--- config.mk ---
export PLATFORM = sky130hd
export DESIGN_NAME = uart_rx
export DESIGN_NICKNAME = d
export VERILOG_FILES = /design/src/rtl/uart_rx.sv
export SDC_FILE = /design/constraint.sdc
export NUM_CORES = 1
export LEC_CHECK = 0
export ABC_CLOCK_PERIOD_IN_PS = 1800
export CORE_ASPECT_RATIO = 1.5
export CORE_MARGIN = 2
export CORE_UTILIZATION = 53
export CTS_BUF_LIST = sky130_fd_sc_hd__clkbuf_2
export DETAILED_ROUTE_END_ITERATION = 8
export GPL_TIMING_DRIVEN = 0
export PLACE_DENSITY = 0.84
export SLEW_MARGIN = 40
export SYNTH_ARGS = -nofsm -noshare
export SYNTH_HDL_FRONTEND = slang
export SYNTH_SLANG_ARGS = --single-unit
--- constraint.sdc ---
create_clock -name clk -period 1.8 [get_ports clk]
set_input_delay 0.27 -clock clk [delete_from_list [all_inputs] [get_ports clk]]
set_output_delay 0.27 -clock clk [all_outputs]
set_load 0.02 [all_outputs]
--- src/rtl/uart_rx.sv ---
// uart_rx: 8-bit asynchronous serial receiver with a ready/valid holding register.
// Frame: start, 8 data bits LSB first, optional parity, one or two stop bits.
// Optional feature macro: UART_RX_PARITY_EN. When it is defined, a parity bit follows
// the data bits and is checked. When it is undefined, no parity bit is expected,
// odd_parity is ignored, and parity_err stays 0.
module uart_rx #(
   parameter int BAUD_DIVISOR = 868
) (
   input  logic       clk,
   input  logic       rst_n,
   input  logic       rx_in,
   input  logic       two_stop,
   input  logic       odd_parity,
   input  logic       rx_ready,
   output logic [7:0] rx_data,
   output logic       rx_valid,
   output logic       parity_err,
   output logic       frame_err,
   output logic       overrun,
   output logic       busy
);

   localparam logic [13:0] DIV_LAST = 14'(BAUD_DIVISOR - 1);
   localparam logic [13:0] DIV_HALF = 14'(BAUD_DIVISOR / 2);

`ifdef UART_RX_PARITY_EN
   typedef enum logic [2:0] {
      IDLE   = 3'd0,
      START  = 3'd1,
      DATA   = 3'd2,
      PARITY = 3'd3,
      STOP1  = 3'd4,
      STOP2  = 3'd5
   } state_e;
`else
   typedef enum logic [2:0] {
      IDLE   = 3'd0,
      START  = 3'd1,
      DATA   = 3'd2,
      STOP1  = 3'd4,
      STOP2  = 3'd5
   } state_e;
`endif

   // Expected parity bit: XOR of the data for even parity, inverted for odd parity.
   function automatic logic parity_bit(input logic [7:0] data, input logic odd);
      return (^data) ^ odd;
   endfunction

   logic        sync1_q, sync2_q, rx_prev_q;
   logic        rx_s, edge_s, sample_s, complete_s;

   state_e      state_q, state_d;
   logic [13:0] cnt_q, cnt_d;
   logic [2:0]  bit_q, bit_d;
   logic [7:0]  shift_q, shift_d;
   logic        cfg_two_q, cfg_two_d;
   logic        ferr_flag_q, ferr_flag_d;
   logic [7:0]  data_q, data_d;
   logic        valid_q, valid_d;
   logic        ferr_q, ferr_d;
   logic        ovr_q, ovr_d;
   logic        busy_q, busy_d;
`ifdef UART_RX_PARITY_EN
   logic        cfg_odd_q, cfg_odd_d;
   logic        perr_flag_q, perr_flag_d;
   logic        perr_q, perr_d;
`else
   logic        unused_odd_parity_s;
   assign unused_odd_parity_s = odd_parity;
`endif

   assign rx_s     = sync2_q;
   // A start edge is a 1 followed by a 0, so a line held low (break) never re-triggers.
   assign edge_s   = rx_prev_q & ~rx_s;
   assign sample_s = (cnt_q == DIV_LAST);

   // Two-flop synchronizer plus previous-value flop for falling-edge detection.
   always_ff @(posedge clk or negedge rst_n) begin
      if (!rst_n) begin
         sync1_q   <= 1'b1;
         sync2_q   <= 1'b1;
         rx_prev_q <= 1'b1;
      end else begin
         sync1_q   <= rx_in;
         sync2_q   <= sync1_q;
         rx_prev_q <= sync2_q;
      end
   end

   // Next-state logic for the frame FSM, the sampling counters and the holding register.
   always_comb begin
      state_d     = state_q;
      cnt_d       = (sample_s) ? 14'd0 : (cnt_q + 14'd1);
      bit_d       = bit_q;
      shift_d     = shift_q;
      cfg_two_d   = cfg_two_q;
      ferr_flag_d = ferr_flag_q;
      data_d      = data_q;
      valid_d     = valid_q;
      ferr_d      = ferr_q;
      ovr_d       = ovr_q;
      complete_s  = 1'b0;
`ifdef UART_RX_PARITY_EN
      cfg_odd_d   = cfg_odd_q;
      perr_flag_d = perr_flag_q;
      perr_d      = perr_q;
`endif
      case (state_q)
         IDLE: begin
            cnt_d = 14'd0;
            if (edge_s) begin
               state_d     = START;
               bit_d       = 3'd0;
               cfg_two_d   = two_stop;
               ferr_flag_d = 1'b0;
`ifdef UART_RX_PARITY_EN
               cfg_odd_d   = odd_parity;
               perr_flag_d = 1'b0;
`endif
            end else begin
               state_d = IDLE;
            end
         end
         START: begin
            if (cnt_q == DIV_HALF) begin
               cnt_d   = 14'd0;
               // Mid-start sample: a high line means a glitch, not a frame.
               state_d = (rx_s) ? IDLE : DATA;
            end else begin
               cnt_d = cnt_q + 14'd1;
            end
         end
         DATA: begin
            if (sample_s) begin
               shift_d = {rx_s, shift_q[7:1]};
               bit_d   = bit_q + 3'd1;
               if (bit_q == 3'd7) begin
`ifdef UART_RX_PARITY_EN
                  state_d = PARITY;
`else
                  state_d = STOP1;
`endif
               end else begin
                  state_d = DATA;
               end
            end else begin
               state_d = DATA;
            end
         end
`ifdef UART_RX_PARITY_EN
         PARITY: begin
            if (sample_s) begin
               perr_flag_d = rx_s ^ parity_bit(shift_q, cfg_odd_q);
               state_d     = STOP1;
            end else begin
               state_d = PARITY;
            end
         end
`endif
         STOP1: begin
            if (sample_s) begin
               ferr_flag_d = ferr_flag_q | ~rx_s;
               if (cfg_two_q) begin
                  state_d = STOP2;
               end else begin
                  state_d    = IDLE;
                  complete_s = 1'b1;
               end
            end else begin
               state_d = STOP1;
            end
         end
         STOP2: begin
            if (sample_s) begin
               ferr_flag_d = ferr_flag_q | ~rx_s;
               state_d     = IDLE;
               complete_s  = 1'b1;
            end else begin
               state_d = STOP2;
            end
         end
         default: begin
            state_d = IDLE;
            cnt_d   = 14'd0;
         end
      endcase

      // Holding register: load a finished word, flag overrun, or clear on acceptance.
      if (complete_s) begin
         if (!valid_q || rx_ready) begin
            data_d  = shift_q;
            ferr_d  = ferr_flag_d;
            valid_d = 1'b1;
            ovr_d   = 1'b0;
`ifdef UART_RX_PARITY_EN
            perr_d  = perr_flag_q;
`endif
         end else begin
            ovr_d = 1'b1;
         end
      end else if (valid_q && rx_ready) begin
         valid_d = 1'b0;
         ferr_d  = 1'b0;
         ovr_d   = 1'b0;
`ifdef UART_RX_PARITY_EN
         perr_d  = 1'b0;
`endif
      end else begin
         valid_d = valid_q;
      end

      busy_d = (state_d != IDLE);
   end

   // State and output registers.
   always_ff @(posedge clk or negedge rst_n) begin
      if (!rst_n) begin
         state_q     <= IDLE;
         cnt_q       <= 14'd0;
         bit_q       <= 3'd0;
         shift_q     <= 8'h00;
         cfg_two_q   <= 1'b0;
         ferr_flag_q <= 1'b0;
         data_q      <= 8'h00;
         valid_q     <= 1'b0;
         ferr_q      <= 1'b0;
         ovr_q       <= 1'b0;
         busy_q      <= 1'b0;
`ifdef UART_RX_PARITY_EN
         cfg_odd_q   <= 1'b0;
         perr_flag_q <= 1'b0;
         perr_q      <= 1'b0;
`endif
      end else begin
         state_q     <= state_d;
         cnt_q       <= cnt_d;
         bit_q       <= bit_d;
         shift_q     <= shift_d;
         cfg_two_q   <= cfg_two_d;
         ferr_flag_q <= ferr_flag_d;
         data_q      <= data_d;
         valid_q     <= valid_d;
         ferr_q      <= ferr_d;
         ovr_q       <= ovr_d;
         busy_q      <= busy_d;
`ifdef UART_RX_PARITY_EN
         cfg_odd_q   <= cfg_odd_d;
         perr_flag_q <= perr_flag_d;
         perr_q      <= perr_d;
`endif
      end
   end

   assign rx_data   = data_q;
   assign rx_valid  = valid_q;
   assign frame_err = ferr_q;
   assign overrun   = ovr_q;
   assign busy      = busy_q;
`ifdef UART_RX_PARITY_EN
   assign parity_err = perr_q;
`else
   assign parity_err = 1'b0;
`endif

endmodule

==> Word-level counts from Yosys, hierarchy flattened <==
Index checks and enable logic that the tools add are counted.
{ "word_totals": {"register_bits": 45, "latchBits": 0, "mem_bits_rw": 0, "mem_bits_ro": 0, "in_bits": 6, "out_inout_bits": 13, "wordCells": 72, "memories": 0} }
{ "op_classes": {"add_sub_neg": 2, "n_mul": 0, "div": 0, "order_cmp": 0, "eq_ne": 10, "shift": 0, "n_mux": 29, "bitwise_logic": 3, "reduce_logical": 14} }
{ "ops": {"columns": ["op", "n"], "rows": [
  ["$mux W14", 2],
  ["$pmux W14 S2", 1],
  ["$mux W3", 8],
  ["$pmux W3 S5", 1],
  ["$add A14 B1 Y14 const B", 1],
  ["$eq A14 B10 Y1 const B", 1],
  ["$eq A14 B9 Y1 const B", 1],
  ["$mux W1", 13],
  ["$eq A3 B3 Y1 const B", 3],
  ["$reduce_and A2 Y1", 4],
  ["$pmux W3 S2", 1],
  ["$ne A2 B2 Y1 const B", 2],
  ["$pmux W1 S2", 2],
  ["$reduce_bool A2 Y1", 2],
  ["$add A3 B1 Y3 const B", 1],
  ["$eq A3 B1 Y1 const B", 1],
  ["$eq A3 B2 Y1 const B", 1],
  ["$logic_not A3 Y1", 1],
  ["$reduce_and A3 Y1", 1],
  ["$reduce_bool A3 Y1", 1],
  ["$reduce_or A3 Y1", 1],
  ["$mux W2", 1],
  ["$ne A2 B1 Y1 const B", 1],
  ["$reduce_or A2 Y1", 1],
  ["6 further kinds", 6]
]} }

==> Depth between registers and ports, before layout <==
Gate-level depths: netlist (run 1).
{ "logic_depth": {"ltp_word": 6, "depth_mapped": 7, "ltp_nobuf": 6} }

==> Worst setup path before layout (run 1) <==
Ideal clock, no wire load.
{ "synth_path": {"path_kind": "register to register", "from": "register cnt_q[0]", "to": "register data_q[0], in the netlist rx_data[0]", "setup_ns": 0.125, "arrival_ns": 1.662, "required_time_ns": 1.675, "path_slack_ns": 0.014, "path_stages_with_launch": 6, "path_buffers": 0, "period_less_slack_ns": 1.786, "cell_sequence": "dfrtp_1 ha_1 and2_1 nand4_2 nor3_4 mux2_2"} }
{ "synth_via": {"elab_chain_len": 4, "elab_cells_between_ends": 5, "cone_classes": "eq/ne: 1; mux: 3; reduce/logical: 1"} }
{ "synth_lines": {"columns": ["element", "line", "source"], "rows": [
  ["start: declaration", "54", "logic [13:0] cnt_q, cnt_d;"],
  ["start signal: assignment", "237", "cnt_q <= cnt_d;"],
  ["$eq A14 B10 Y1 *", "76", "assign sample_s = (cnt_q == DIV_LAST);"],
  ["$mux W1 (on tied branches)", "175, 162", null],
  ["$pmux W1 S2 *", "109", "case (state_q)"],
  ["$reduce_and A2 Y1 (no line) *", null, null],
  ["end signal: assignment", "242", "data_q <= data_d;"],
  ["end: declaration", "59", "logic [7:0] data_q, data_d;"]
]} }
Every way passes the cells marked *; elsewhere a longest branch is shown, timed or not.
A chain may end at the register's enable or synchronous reset.

==> Final worst setup path (run 1) <==
{ "layout_path": {"from": "register cnt_q[2]", "to": "register cnt_q[13]"} }
{ "layout_via": {"elab_chain_len": 3, "elab_cells_between_ends": 6, "cone_classes": "add/sub: 1; eq/ne: 2; mux: 3"} }
{ "layout_lines": {"columns": ["element", "line"], "rows": [
  ["$add A14 B1 Y14 (tied with other cells)", "94, 131"],
  ["$mux W14 (on tied branches)", "94, 126"],
  ["$pmux W14 S2 *", "109"],
  ["net cnt_d[13]", "54"]
]} }
Mark *: on every way through the listed nets, which the timed path passes. The rest lies on a longest branch.

==> results.py, run 1 <==
metrics = {
    "job": {
        "cap_violations": 0,
    },
    "clock_network": {
        "cts_inserted_buffers": 5,
        "ctsHtreeMaxLevel": 2,
        "cts-root-buf": "clkbuf_2",
        "clk-insertion-delay-late_ns": 0.45,
        "cts_tree": "done",
        "cts_sinks": 45,
        "path_clk_slew_ns": 0.24,
        "cts_buffer_depth": 2,
    },
    "global_routing": {
        "grt_use_total_pct": 19.0,
        "grt_max_degree": 46,
        "grt_pass1_vias": 1430,
        "overflow": 0,
        "grt_pass1_wl_mm": 6.51,
        "antenna_found_initial": 0,
    },
    "logic_synthesis": {
        "synthDistinctLibCells": 50,
        "synth_fp_nets": 185,
        "ys_seq_area_share_pct": 53.7,
        "syn_inst": 175,
        "netlist_area_um2": 2110,
        "syn_avg_cell_area_um2": 12.0,
        "async_flop_share_pct": 100,
        "yosysWarnings": 0,
        "synth_edf_count": 0,
        "synth-seq-cells": 45,
        "synthFlopType": "dfrtp_1",
    },
    "finish": {
        "layout.nets": 220,
        "instances_no_fill": 256,
        "area_growth_pct": 23.5,
        "drive_gt1_share_pct": 28.0,
        "fin_util_pct": 66.9,
        "diodes": 0,
    },
    "worst_setup_path": {
        "path_max_fanout": 6,
        "reg2reg_setup_slack_ns": -0.07,
        "critical_path_arrival_ns": 2.21,
        "worstSetupPathType": "reg -> reg",
        "reg2reg_depth": 6,
        "critPathLaunchType": "flip-flop",
        "endpoint_kind": "flip-flop",
        "worstPathRequired_ns": 2.14,
    },
    "detailed_routing": {
        "wl_per_cell_um": 15.6,
        "drtIter0Drc": 38,
        "wirelength_mm": 4.00,
        "firstDrtPassIters": 4,
        "drc": 0,
        "vias_per_cell": 5.47,
        "route.vias.total": 1400,
        "ant_nets": 0,
    },
    "floorplan": {
        "die_width_um": 55.5,
        "dieArea_um2": 4500,
        "coreArea_um2": 3890,
        "start_util_pct": 54.2,
        "ios": 19,
        "die_h_um": 81.2,
        "rows": 28,
    },
    "power_and_ir_drop": {
        "finalPower_mw": 2.34,
        "power.density_nw_per_um2": 898,
        "ir_drop_v": 0.000833,
        "p_leak_nw": 1.23,
    },
    "sta": {
        "maxSlewViolCount": 0,
        "final.setup.tns_ns": -1.19,
        "max_freq_mhz": 533,
        "skew_ns": 0.0408,
        "rsz0062_at_grt": "yes",
        "timing.final.crit_share_pct": 104,
        "period_minus_slack_ns": 1.87,
        "slew_headroom_pct": 63.5,
        "worst_slew_pin_slew_ns": 0.547,
        "setup_viol": 30,
        "hold_viol_final": 0,
        "worst_slack_ns": -0.0750,
    },
    "placed_design": {
        "post-place-cells": 236,
        "dp_hpwl_mm": 2.53,
        "port_buffers": 16,
        "routabilityCongestion": 0.786,
    },
    "status": {
        "violations": "setup timing",
        "status": "finished, violations left",
    },
    "worst_hold_path": {
        "worstHoldPathCells": 1,
        "hp-class": "in -> reg",
    },
}
-- repair_timing --
item,4_1_cts,5_1_grt
pin swaps,3,1
endpoints found under the hold margin,42,0
endpoints found under the setup margin,28,37
gates resized for setup,6,13
hold buffers,1,0
buffers inserted,9,3
-- state kept, by name, indices dropped and copies added, names as in the netlist, 3 cells and up --
signal	count
cnt_q	14
state_q	3
bit_q	3
shift_q	8
rx_data	8
-- per-layer routing --
metal | global-route usage (%) | wire, um | vias to the layer above
met1 | 19.1 | 1600 | 688
met5 | 0 | 0 | -
met4 | 10.7 | 97 | 0
met2 | 35.6 | 2190 | 23
li1 | - | - | 679
met3 | 4.46 | 108 | 10
-- report_power, final --
group / internal, mW / switching [mW]
Combinational: 0.203 / 0.188
Sequential: 1.11 / 0.113
Clock: 0.378 / 0.347
Total: 1.69 / 0.648
-- cell usage in the layout, fill, tap and decap left out, drive strengths merged, types with 3 or more instances in the layout --
master,netlist,routed
dfrtp,42,42
nand4,4,4
clkdlybuf4s50,0,13
nand3,8,8
ha,4,4
a21oi,3,3
or2,3,3
dfstp,3,3
and2,3,3
nand2,10,10
inv,6,7
o211ai,4,4
and3,3,3
o21ai,4,4
clkbuf,1,5
mux2,16,16
xor2,8,8
buf,5,18
nor2,16,16
xnor2,4,4
-- kinds of logic after synthesis --
kind of cell / count (synthesis) / synth area share (%)
AOI/OAI and AO/OA: 21 / 7.19
xor gates and xnor gates: 12 / 4.99
adders and majority gates: 4 / 2.38
buffers and inverters: 12 / 3.33
DFF: 45 / 53.7
muxes: 17 / 10.3
other: 1 / 0.178
and+or+nand+nor: 63 / 18.0
-- stage by stage --
step / hold slack [ns] / instance area, um2 / setup WS (ns)
CTS: 0.214 / 2530 / -0.0265
global placement: 0.347 / 2320 / -0.685
finish: 0.229 / 2600 / -0.0750
detailed placement: 0.298 / 2320 / -0.195
floorplan: -0.0256 / 2110 / 0.0136
global route: 0.183 / 2600 / -0.120
-- layout make-up --
| class | count | area (um2) |
|---|---|---|
| clock buffer | 5 | 25.0 |
| inverter | 6 | 22.5 |
| buffer | 5 | 50.0 |
| tap | 45 | 56.3 |
| sequential | 45 | 1130 |
| fill | 283 | 1290 |
| timing repair buffer | 29 | 275 |
| clock inverter | 3 | 68.8 |
| multi-input combinational | 118 | 972 |
-- path summary, 6_finish.rpt --
check / start / endpoint
hold reg to reg: sync1_q / rx_s
setup reg to reg: cnt_q[2] / cnt_q[13]
max in group asynchronous: rst_n / sync1_q
min in group asynchronous: rst_n / shift_q[2]
setup / recovery: cnt_q[2] / cnt_q[13]
hold / removal: rx_in / sync1_q
-- critical path, stage by stage (launching register included) --
cell,delay (ns)
dfrtp_1,0.51
nor3b_2,0.35
nand4_4,0.18
buf_4,0.19
a221oi_4,0.29
buf_4,0.20
a21oi_1,0.05
-- Yosys cell counts, types with 2 or more instances --
cell type	count	area share, %
a21oi_1	3	0.71
and2_1	3	0.89
and3_1	3	0.89
buf_4	2	0.71
buf_6	2	1.1
dfrtp_1	42	50
dfstp_2	3	3.7
ha_1	4	2.4
inv_1	6	1.1
mux2_2	9	4.8
mux2_4	7	5.0
nand2_1	10	1.8
nand3_1	8	1.9
nand4_1	3	0.89
nor2_1	16	2.9
nor2b_1	2	0.59
o211ai_1	4	1.4
o21ai_0	4	0.95
o31ai_1	2	0.71
o32ai_1	2	0.83
xnor2_1	4	1.7
xor2_1	8	3.3
(Power assumes the default switching activity.)
==> run 2: changes to the inputs <==
- CORE_UTILIZATION: 53 -> 40
- MAX_ROUTING_LAYER: not set -> met4
- PLACE_DENSITY: 0.84 -> 0.68
==> run 2 against run 1 <==
Compared with the run above:
- the run still ends with setup timing left
- core utilization is 16 points lower
- global-route usage shrank 5.1 points
- combinational power rose by 4%
- critical endpoint is now shift_q[1]
- final cell count rose by 8.6%
==> results.py, run 2 (synthesis results as in run 1) <==
metrics = {
    "worst_setup_path": {
        "critPathLaunchType": "flip-flop",
        "worstSetupPathType": "reg -> reg",
        "path_cells": "nor4_4 -> nand4_4 -> or2_4 -> buf_12 -> mux2_4",
        "path_max_fanout": 10,
        "slowest_stage": "dfrtp_1",
        "endpoint_kind": "flip-flop",
        "path_buf_inv": 1,
        "cpLargestDelayFamily": "simple AND/OR/NAND/NOR gates",
        "worstPathRequired_ns": 2.15,
        "critical_path_arrival_ns": 2.20,
        "cpPeakStageDelay_ns": 0.47,
    },
    "finish": {
        "ff_latch_area_um2": 1130,
        "area_growth_pct": 23.4,
        "drive_gt1_share_pct": 27.1,
        "registers.top_by_ff_count": "cnt_q",
        "layout.nets": 219,
        "diodes": 0,
        "fillers": 508,
        "final_cell_mix": "41 x dfrtp_1, 16 x nor2_1, 15 x mux2_4",
        "instances_no_fill": 278,
        "largest_reg_flops": 14,
        "fin_util_pct": 50.7,
        "final_common_cell": "dfrtp_1",
        "stdcell_area_um2": 2600,
        "multiInputGateArea_um2": 975,
    },
    "detailed_routing": {
        "route.vias.total": 1395,
        "wl_per_cell_um": 13.3,
        "vias_per_cell": 5.02,
        "drtIter0Drc": 29,
        "ant_nets": 0,
        "drc": 0,
        "firstDrtPassIters": 4,
        "wirelength_mm": 3.70,
    },
    "global_routing": {
        "grt_use_met2_pct": 24.6,
        "grt_use_total_pct": 13.9,
        "busiest_layer": "met2",
        "met1_usage_pct": 14.9,
        "met3_usage_pct": 3.40,
        "grt_pass1_wl_mm": 6.31,
        "grt_max_degree": 29,
        "antenna_found_initial": 0,
        "grt_pass1_vias": 1411,
        "overflow": 0,
    },
    "placed_design": {
        "placed_area_um2": 2370,
        "dp_hpwl_mm": 2.59,
        "port_buffers": 16,
        "post-place-cells": 260,
        "routabilityCongestion": 0.806,
    },
    "sta": {
        "maxSlewViolCount": 0,
        "setup_viol": 9,
        "hold_viol_final": 0,
        "rsz0062_at_grt": "yes",
        "period_minus_slack_ns": 1.86,
        "worst_slack_ns": -0.0566,
        "skew_ns": 0.0103,
        "final.setup.tns_ns": -0.429,
        "timing.final.crit_share_pct": 103,
        "max_freq_mhz": 539,
    },
    "floorplan": {
        "start_util_pct": 41.1,
        "ios": 19,
        "die_width_um": 63.2,
        "coreArea_um2": 5120,
        "dieArea_um2": 5870,
        "rows": 32,
        "die_h_um": 92.9,
    },
    "job": {
        "cap_violations": 0,
    },
    "power_and_ir_drop": {
        "finalPower_mw": 2.08,
        "power.density_nw_per_um2": 799,
        "p_leak_nw": 1.21,
        "ir_drop_v": 0.000510,
    },
    "worst_hold_path": {
        "hp-class": "in -> async",
    },
    "clock_network": {
        "cts-root-buf": "clkbuf_2",
        "cts_sinks": 45,
        "ctsHtreeMaxLevel": 2,
        "cts_inserted_buffers": 5,
        "cts_tree": "done",
        "path_clk_slew_ns": 0.24,
        "cts_buffer_depth": 2,
        "clk-insertion-delay-late_ns": 0.42,
    },
    "status": {
        "status": "finished, violations left",
        "violations": "setup timing",
    },
}
## run 2: power by group
part | switching [mW] | leakage, nW | total [mW] | internal [mW]
combinational | 0.188 | 0.594 | 0.405 | 0.218
sequential | 0.124 | 0.596 | 1.23 | 1.11
clock | 0.348 | 0.0212 | 0.441 | 0.0931
## run 2: metal layers
layer | routed length [um] | share of wire [%] | up-vias
met5 | 0 | 0 | -
met2 | 2070 | 56 | 24
li1 | - | - | 677
met3 | 123 | 3.3 | 4
met1 | 1470 | 40 | 690
met4 | 40 | 1.1 | 0
## run 2: worst paths after layout
path,from,to,slack [ns],depth (start not counted)
max in group asynchronous,rst_n,state_q[1],1.17,3
worst max-delay path,cnt_q[13],shift_q[1],-0.06,5
worst min register to register,sync1_q,rx_s,0.37,0
worst max register to register,cnt_q[13],shift_q[1],-0.06,5
min in group clk,rx_in,sync1_q,0.22,1
worst min-delay path,rst_n,cnt_q[6],0.21,2
## run 2: through the flow
step	worst slack (ns)	hold WS, ns
final	-0.0566	0.212
after global routing	-0.135	0.187
after CTS	-0.0506	0.202
after detailed placement	-0.242	0.158
after global placement	-0.768	0.347
after floorplan	0.0136	-0.0256
## run 2: final cells by class
class                           count  area share (%)
Buffer                              5            2.21
Tap cell                           68            3.27
Multi-Input combinational cell    118            37.5
Clock inverter                      3           0.867
Inverter                            6           0.867
Timing Repair Buffer               28            10.8
Clock buffer                        5           0.963
Sequential cell                    45            43.5
## run 2: timing repair
item / CTS / global route
hold buffers: 1 / 0
endpoints found under the setup margin: 28 / 35
hold endpoints to repair: 45 / 0
gates resized for setup: 6 / 15
buffers inserted: 7 / 3
pin swaps: 2 / 2
